===== src/rtl/dr32e_branch_resolve.sv =====
// -----------------------------------------------------------------------------
// dr32e_branch_resolve
//
// Purpose:
//   Branch resolution unit. It holds control-flow predictions made by fetch in
//   an in-order FIFO. Each prediction is compared with the in-order outcome
//   that execute presents. The unit produces:
//     - a one-cycle fetch redirect when a prediction was wrong,
//     - a one-cycle predictor training write for every resolved entry,
//     - saturating statistics counters.
//
// Parameters:
//   DEPTH  - prediction queue entries (power of 2, >= 2)
//   CNT_W  - width of the statistics counters
//
// Ports:
//   clk_i, rst_i                    clock, synchronous active-high reset
//   pred_valid_i / pred_ready_o     enqueue handshake from fetch
//   pred_pc_i, pred_taken_i,
//   pred_target_i                   predicted instruction data
//   res_valid_i / res_ready_o       resolve handshake from execute
//   res_taken_i, res_target_i       actual outcome
//   flush_i                         discard all entries; suppresses all events
//   redirect_o, redirect_pc_o       mispredict redirect pulse and correct PC
//   upd_valid_o, upd_pc_o,
//   upd_taken_o, upd_target_o       predictor training write
//   br_count_o, mispred_count_o     resolved-branch and mispredict counters
// -----------------------------------------------------------------------------
module dr32e_branch_resolve #(
  parameter int DEPTH = 4,
  parameter int CNT_W = 16
) (
  input  logic             clk_i,
  input  logic             rst_i,
  input  logic             pred_valid_i,
  output logic             pred_ready_o,
  input  logic [31:0]      pred_pc_i,
  input  logic             pred_taken_i,
  input  logic [31:0]      pred_target_i,
  input  logic             res_valid_i,
  output logic             res_ready_o,
  input  logic             res_taken_i,
  input  logic [31:0]      res_target_i,
  input  logic             flush_i,
  output logic             redirect_o,
  output logic [31:0]      redirect_pc_o,
  output logic             upd_valid_o,
  output logic [31:0]      upd_pc_o,
  output logic             upd_taken_o,
  output logic [31:0]      upd_target_o,
  output logic [CNT_W-1:0] br_count_o,
  output logic [CNT_W-1:0] mispred_count_o
);

  localparam int PTR_W = (DEPTH > 1) ? $clog2(DEPTH) : 1;
  localparam int OCC_W = $clog2(DEPTH + 1);
  localparam logic [OCC_W-1:0] FULL_C = OCC_W'(DEPTH);

  // Saturating increment for the statistics counters
  function automatic logic [CNT_W-1:0] sat_inc(input logic [CNT_W-1:0] v);
    if (v == {CNT_W{1'b1}}) begin
      return v;
    end else begin
      return v + CNT_W'(1);
    end
  endfunction

  // Queue storage (data only; validity is tracked by the pointers/count)
  logic [31:0]      pc_mem_q     [DEPTH];
  logic             taken_mem_q  [DEPTH];
  logic [31:0]      target_mem_q [DEPTH];

  logic [PTR_W-1:0] wr_ptr_q, wr_ptr_d;
  logic [PTR_W-1:0] rd_ptr_q, rd_ptr_d;
  logic [OCC_W-1:0] count_q, count_d;

  logic             redirect_q, redirect_d;
  logic [31:0]      redirect_pc_q, redirect_pc_d;
  logic             upd_valid_q, upd_valid_d;
  logic [31:0]      upd_pc_q, upd_pc_d;
  logic             upd_taken_q, upd_taken_d;
  logic [31:0]      upd_target_q, upd_target_d;
  logic [CNT_W-1:0] br_cnt_q, br_cnt_d;
  logic [CNT_W-1:0] mis_cnt_q, mis_cnt_d;

  logic             enq_s;
  logic             deq_s;
  logic             mispred_s;
  logic [31:0]      head_pc_s;
  logic             head_taken_s;
  logic [31:0]      head_target_s;

  // Readiness depends on registered occupancy only. A full queue refuses an
  // enqueue even if a dequeue happens in the same cycle.
  assign pred_ready_o = (count_q != FULL_C);
  assign res_ready_o  = (count_q != OCC_W'(0));

  // Flush overrides every handshake that cycle.
  assign enq_s = pred_valid_i & pred_ready_o & ~flush_i;
  assign deq_s = res_valid_i  & res_ready_o  & ~flush_i;

  assign head_pc_s     = pc_mem_q[rd_ptr_q];
  assign head_taken_s  = taken_mem_q[rd_ptr_q];
  assign head_target_s = target_mem_q[rd_ptr_q];

  // The target is compared only when both the prediction and the outcome say taken.
  assign mispred_s = deq_s &
                     ((res_taken_i != head_taken_s) |
                      (res_taken_i & head_taken_s & (res_target_i != head_target_s)));

  // Next-state logic: queue pointers, output pulses and counters
  always_comb begin
    wr_ptr_d      = wr_ptr_q;
    rd_ptr_d      = rd_ptr_q;
    count_d       = count_q;
    redirect_d    = 1'b0;
    redirect_pc_d = redirect_pc_q;
    upd_valid_d   = 1'b0;
    upd_pc_d      = upd_pc_q;
    upd_taken_d   = upd_taken_q;
    upd_target_d  = upd_target_q;
    br_cnt_d      = br_cnt_q;
    mis_cnt_d     = mis_cnt_q;

    if (flush_i || mispred_s) begin
      // Everything still queued is wrong-path, including a same-cycle enqueue.
      wr_ptr_d = {PTR_W{1'b0}};
      rd_ptr_d = {PTR_W{1'b0}};
      count_d  = {OCC_W{1'b0}};
    end else begin
      if (enq_s) begin
        wr_ptr_d = wr_ptr_q + PTR_W'(1);
      end else begin
        wr_ptr_d = wr_ptr_q;
      end
      if (deq_s) begin
        rd_ptr_d = rd_ptr_q + PTR_W'(1);
      end else begin
        rd_ptr_d = rd_ptr_q;
      end
      case ({enq_s, deq_s})
        2'b10:   count_d = count_q + OCC_W'(1);
        2'b01:   count_d = count_q - OCC_W'(1);
        default: count_d = count_q;
      endcase
    end

    if (mispred_s) begin
      redirect_d    = 1'b1;
      redirect_pc_d = res_taken_i ? res_target_i : (head_pc_s + 32'd4);
      mis_cnt_d     = sat_inc(mis_cnt_q);
    end else begin
      redirect_d    = 1'b0;
      redirect_pc_d = redirect_pc_q;
      mis_cnt_d     = mis_cnt_q;
    end

    if (deq_s) begin
      upd_valid_d  = 1'b1;
      upd_pc_d     = head_pc_s;
      upd_taken_d  = res_taken_i;
      upd_target_d = res_target_i;
      br_cnt_d     = sat_inc(br_cnt_q);
    end else begin
      upd_valid_d  = 1'b0;
      upd_pc_d     = upd_pc_q;
      upd_taken_d  = upd_taken_q;
      upd_target_d = upd_target_q;
      br_cnt_d     = br_cnt_q;
    end
  end

  // Control and output registers with synchronous reset
  always_ff @(posedge clk_i) begin
    if (rst_i) begin
      wr_ptr_q      <= {PTR_W{1'b0}};
      rd_ptr_q      <= {PTR_W{1'b0}};
      count_q       <= {OCC_W{1'b0}};
      redirect_q    <= 1'b0;
      redirect_pc_q <= 32'd0;
      upd_valid_q   <= 1'b0;
      upd_pc_q      <= 32'd0;
      upd_taken_q   <= 1'b0;
      upd_target_q  <= 32'd0;
      br_cnt_q      <= {CNT_W{1'b0}};
      mis_cnt_q     <= {CNT_W{1'b0}};
    end else begin
      wr_ptr_q      <= wr_ptr_d;
      rd_ptr_q      <= rd_ptr_d;
      count_q       <= count_d;
      redirect_q    <= redirect_d;
      redirect_pc_q <= redirect_pc_d;
      upd_valid_q   <= upd_valid_d;
      upd_pc_q      <= upd_pc_d;
      upd_taken_q   <= upd_taken_d;
      upd_target_q  <= upd_target_d;
      br_cnt_q      <= br_cnt_d;
      mis_cnt_q     <= mis_cnt_d;
    end
  end

  // Queue data write. A slot whose write is later squashed is never read,
  // because the pointers are cleared in that case.
  always_ff @(posedge clk_i) begin
    if (enq_s) begin
      pc_mem_q[wr_ptr_q]     <= pred_pc_i;
      taken_mem_q[wr_ptr_q]  <= pred_taken_i;
      target_mem_q[wr_ptr_q] <= pred_target_i;
    end
  end

  assign redirect_o      = redirect_q;
  assign redirect_pc_o   = redirect_pc_q;
  assign upd_valid_o     = upd_valid_q;
  assign upd_pc_o        = upd_pc_q;
  assign upd_taken_o     = upd_taken_q;
  assign upd_target_o    = upd_target_q;
  assign br_count_o      = br_cnt_q;
  assign mispred_count_o = mis_cnt_q;

endmodule


===== config.mk =====
export PLATFORM = sky130hd
export DESIGN_NAME = dr32e_branch_resolve
export DESIGN_NICKNAME = d
export VERILOG_FILES = /design/src/rtl/dr32e_branch_resolve.sv
export SDC_FILE = /design/constraint.sdc
export NUM_CORES = 1
export LEC_CHECK = 0
export BUFFER_PORTS_ARGS = -buffer_cell sky130_fd_sc_hd__buf_2
export CORE_ASPECT_RATIO = 0.75
export CORE_MARGIN = 1
export CORE_UTILIZATION = 40
export DETAILED_ROUTE_END_ITERATION = 12
export PLACE_DENSITY = 0.58
export SLEW_MARGIN = 20
export SYNTH_ARGS = -nofsm -noshare
export SYNTH_HDL_FRONTEND = slang
export SYNTH_SLANG_ARGS = --single-unit

===== constraint.sdc =====
create_clock -name clk_i -period 6.3 [get_ports clk_i]
set_input_delay 0.63 -clock clk_i [delete_from_list [all_inputs] [get_ports clk_i]]
set_output_delay 0.63 -clock clk_i [all_outputs]
set_load 0.01 [all_outputs]

# Word-level counts from Yosys, hierarchy flattened
# Memory sizes are Yosys's and may differ from the RTL's. A register that Yosys moved wholly into a read port is not among the register bits.
# Index checks and enable logic that the tools add are counted.
# Widths: inputs -> output; s select.
[op_classes] bitwise_logic=11 mux=12 reduce_logical=6 n_addsub=7 n_eq_ne=7
[op_table] cell="$add 16x1->16 const B" n=2
[op_table] cell="$add 32x3->32 const B" n=1
[op_table] cell="$eq 16x16->1 const B" n=2
[op_table] cell="$mux 32" n=1
[op_table] cell="$ne 32x32->1" n=1
[op_table] cell="$mux 2" n=6
[op_table] cell="$and 1x1->1" n=7
[op_table] cell="$pmux 3 s2" n=1
[op_table] cell="$add 2x1->2 const B" n=2
[op_table] cell="$mux 1" n=4
[op_table] cell="$reduce_and 2->1" n=2
[op_table] cell="$add 3x1->3 const B" n=1
[op_table] cell="$ne 3x3->1 const B" n=1
[op_table] cell="$not 1->1" n=3
[op_table] cell="$reduce_bool 3->1" n=1
[op_table] cell="$sub 3x1->3 const B" n=1
[op_table] cell="$eq 2x1->1 const B" n=1
[op_table] cell="$eq 2x2->1 const B" n=1
[op_table] cell="$reduce_bool 2->1" n=1
[op_table] cell="$reduce_or 2->1" n=1
[op_table] cell="$logic_or 1x1->1" n=1
[op_table] cell="$ne 1x1->1" n=1
[op_table] cell="$or 1x1->1" n=1
[totals] ramBits=260 reg_bits=138 wordCells=57 out_inout_bits=133 mem_count=3 in_bits=103
[mem_list] name="pc_mem_q" words=4 width=32 read_ports=1 rd_ports_with_merged_regs=1 write_ports=1 line_no="69" text="logic [31:0] pc_mem_q [DEPTH];"
[mem_list] name="target_mem_q" words=4 width=32 read_ports=1 rd_ports_with_merged_regs=1 write_ports=1 line_no="71" text="logic [31:0] target_mem_q [DEPTH];"
[mem_list] name="taken_mem_q" words=4 width=1 read_ports=1 rd_ports_with_merged_regs=1 write_ports=1 line_no="70" text="logic taken_mem_q [DEPTH];"

# Longest topological paths before layout
[logic_depth] depth_word=7 ltp_mapped=14

# Least setup slack after synthesis
# OpenSTA, ideal clock, no wires.
[synth_path] path_type="register -> register" start="register with a tool-made name" end="register mis_cnt_q[7], in the netlist mispred_count_o[7]" arrival_ps=3587 path_slack_ps=2589 stages_incl_launch_ff=14 n_path_buf=5 path_cell_list="dfxtp_1 > clkbuf_1 > buf_4 > buf_4 > buf_2 > mux4_2 > ha_1 > nor2b_1 > a22oi_1 > or4_1 > o31ai_1 > buf_2 > nor4b_1 > mux2_1"
[synth_rtl] item="end signal: assignment" line_no="186" text="mis_cnt_q <= {CNT_W{1'b0}};"
[synth_rtl] item="end signal: assignment" line_no="198" text="mis_cnt_q <= mis_cnt_d;"
[synth_rtl] item="end: declaration" line_no="84" text="logic [CNT_W-1:0] mis_cnt_q, mis_cnt_d;"

==> impl_metrics.py <==
metrics = {
    "status": {
        "status": "complete, no violations",
    },
    "drt": {
        "ant_nets": 0,
        "drtPass1Iterations": 7,
        "via_per_inst": 5.29,
        "wirelength_um": 43000,
        "drc_errors": 0,
        "vias": 10400,
        "post_drt_wl_per_cell_um": 21.9,
        "first_iter_violations": 814,
    },
    "cts": {
        "cts_resized": 0,
        "cts_setup_buffers": 0,
        "cts_tree": "done",
        "clk_pin_slew_worst_paths_ns": 0.06,
        "cts_buffers": 42,
        "cts.sinks": 400,
        "clock_path_buffers": 3,
        "cts_root_buf": "clkbuf_16",
        "h-tree-depth": 2,
        "cts-hold-fix-buffers": 0,
        "worstSkewPairLatency_ns": 0.56,
    },
    "sta": {
        "rsz0062_at_grt": "no",
        "worst_slack_ns": 2.02,
        "fmax_mhz": 234,
        "skew_ns": 0.0160,
        "timing.final.crit_share": 0.680,
        "tightestPinTransition_ns": 1.06,
        "period_needed_ns": 4.28,
        "tns_ns": 0,
        "slew_headroom": 0.293,
        "timing.final.hold_violations": 0,
        "finalSetupViolCount": 0,
        "finalMaxSlewViolations": 0,
    },
    "hold_path": {
        "min_path_type": "input pin to flip-flop",
        "min_delay_path_depth": 1,
    },
    "logic_synthesis": {
        "synth-seq-cells": 400,
        "async_flop_share": 0,
        "synth_area_mm2": 0.0160,
        "synth_cells": 1170,
        "synth_top_flop_cell": "edfxtp_1",
        "synth_cell_types": 60,
        "yosysSeqAreaShare": 0.663,
        "synth_nets": 1283,
        "syn_avg_cell_area_um2": 13.7,
        "synth_edf_count": 260,
        "synth_warnings": 0,
    },
    "worst_setup_path": {
        "ff2ff_path_depth": 7,
        "path_max_fanout": 44,
        "r2r_setup_slack_ns": 2.02,
        "cp.arrival_ns": 4.74,
        "slowest_delay_ns": 0.93,
        "worstSetupEndpointType": "flip-flop",
        "start_kind": "flip-flop",
        "required_ns": 6.76,
        "path_common_cell": "nor2_1",
        "cp_cell_sequence": "mux4_2 > ha_1 > nor2_1 > nor2_1 > o31a_2 > nand2_1 > o32ai_1",
        "slowest_stage": "dfxtp_4",
        "crit_type": "flip-flop to flip-flop",
    },
    "floorplanning": {
        "core_mm2": 0.0395,
        "rows": 63,
        "die_h_um": 175,
        "initial_core_util": 0.405,
        "io_pins": 236,
        "die_area_mm2": 0.0408,
        "die_width_um": 233,
    },
    "placement": {
        "routabilityCongestion": 0.814,
        "io_buffers": 235,
        "dpl.hpwl_um": 29800,
        "dpl_worst_slack_ns": 2.01,
        "place_area_mm2": 0.0177,
    },
    "power_and_ir_drop": {
        "p_comb_frac": 0.044,
        "p_per_area_mw_per_mm2": 292,
        "ir_drop_uv": 175,
        "pwr-share-seq": 0.507,
        "clockPowerShare": 0.448,
        "finalPower_mw": 5.59,
        "static-leakage-power_nw": 6.71,
        "internal_power_mw": 4.37,
        "p_sw_mw": 1.21,
        "switching_share": 0.217,
    },
    "global_route": {
        "grt_pass1_vias": 10000,
        "grt_overflow": 0,
        "grt_max_degree": 92,
        "grtUsageTotal": 0.212,
        "grt_pass1_wl_um": 64000,
        "antenna_found_initial": 7,
    },
    "cells_and_area": {
        "finalNetCount": 1515,
        "mostFrequentLayoutCells": "260 x edfxtp_1, 234 x buf_2, 196 x nand2_1",
        "layout.cells.most_common": "edfxtp_1",
        "area_delta_synth_final_pct": 19.5,
        "fin_area_mm2": 0.0191,
        "drive_above_1_share": 0.277,
        "fin_util": 0.484,
    },
    "job": {
        "drv_cap": 0,
    },
}
[routing by layer]
layer | track usage | routed length, µm | up-vias
li1 | - | - | 4826
met1 | 0.302 | 19500 | 5172
met2 | 0.334 | 20100 | 322
met3 | 0.0431 | 2800 | 53
met4 | 0.0501 | 674 | 2
met5 | 0 | 8 | -
[worst paths after layout]
kind                                                        to                      startpoint
worst min-delay path              target_mem_q[2][9]$_DFFE_PP_                pred_target_i[9]
worst min register to register  redirect_pc_o[18]$_SDFFE_PP0P_  redirect_pc_o[18]$_SDFFE_PP0P_
worst max-delay path            redirect_pc_o[31]$_SDFFE_PP0P_                       flip-flop
worst max register to register  redirect_pc_o[31]$_SDFFE_PP0P_                       flip-flop
[cells by family (layout without fill, tap and decap cells)]
group / after synthesis / after routing / share of synthesized area
adders and majority gates: 10 / 10 / 0.00829
buffers and inverters: 73 / 339 / 0.0197
DFF: 400 / 400 / 0.663
AOI/OAI and AO/OA: 154 / 154 / 0.0553
muxes: 82 / 82 / 0.102
xor gates and xnor gates: 81 / 81 / 0.0443
and+or+nand+nor: 370 / 370 / 0.108
other: 0 / 6 / 0
[per-stage QoR]
stage               hold WS [ns]  instances
detailed placement         0.439       1878
floorplan                  0.472       1170
CTS                        0.263       1956
global placement           0.438       1878
finish                     0.284       1962
global route               0.274       1958
[sequential cells by signal (all words and copies together) (netlist names), 3 cells and up, named ones only]
| name | flops |
|---|---|
| target_mem_q | 128 |
| taken_mem_q | 4 |
| mispred_count_o | 16 |
| upd_pc_o | 32 |
| upd_target_o | 32 |
| redirect_pc_o | 32 |
| br_count_o | 16 |
| pc_mem_q | 128 |
| count_q | 3 |
[Yosys cell counts, types with 4 or more instances]
master	instances	area share
edfxtp_1	260	0.49
nand2_1	196	0.046
dfxtp_1	140	0.18
a21oi_1	89	0.028
mux4_2	64	0.090
xnor2_1	56	0.031
nor2_1	49	0.011
clkbuf_1	38	0.0089
nand4_1	35	0.014
xor2_1	25	0.014
nand3_1	20	0.0063
and3_1	16	0.0063
mux2i_1	15	0.0094
o21ai_0	13	0.0041
o21ai_1	12	0.0038
inv_1	10	0.0023
buf_2	9	0.0028
ha_1	9	0.0070
and2_1	7	0.0027
and4_1	7	0.0038
o211ai_1	7	0.0033
or3_1	7	0.0027
buf_1	6	0.0014
buf_4	6	0.0028
nor3_1	6	0.0019
or4_1	6	0.0028
o22ai_1	5	0.0020
nor2b_1	4	0.0016
o31ai_1	4	0.0019
[worst max-delay path: cells and delay by family, from the launching register on]
family	cells	cell delay, ns
flip-flops	1	0.93
AND/OR/NAND/NOR	3	1.02
AO/OA/AOI/OAI	2	1.25
multiplexers	1	0.60
adder cells (fa/ha/maj)	1	0.34
[power groups by stage]
stage               Sequential (mW)  Combinational, mW  Clock, mW
CTS                            2.83              0.249       2.55
global route                   2.84              0.268       2.66
detailed placement             2.89              0.248          0
global placement               2.89              0.245          0
finish                         2.83              0.247       2.50
floorplan                      2.89              0.124          0
[cell type report]
type,count,area [µm²]
multi-input cells,697,5100
clock buffers,52,1170
well taps,520,651
repair buffers,248,1280
clock inverters,26,243
flip-flops and latches,400,10600
fillers,3499,20400
diodes,6,15.0
inverters,13,48.8
No activity file was read; power rests on OpenSTA's default activity.
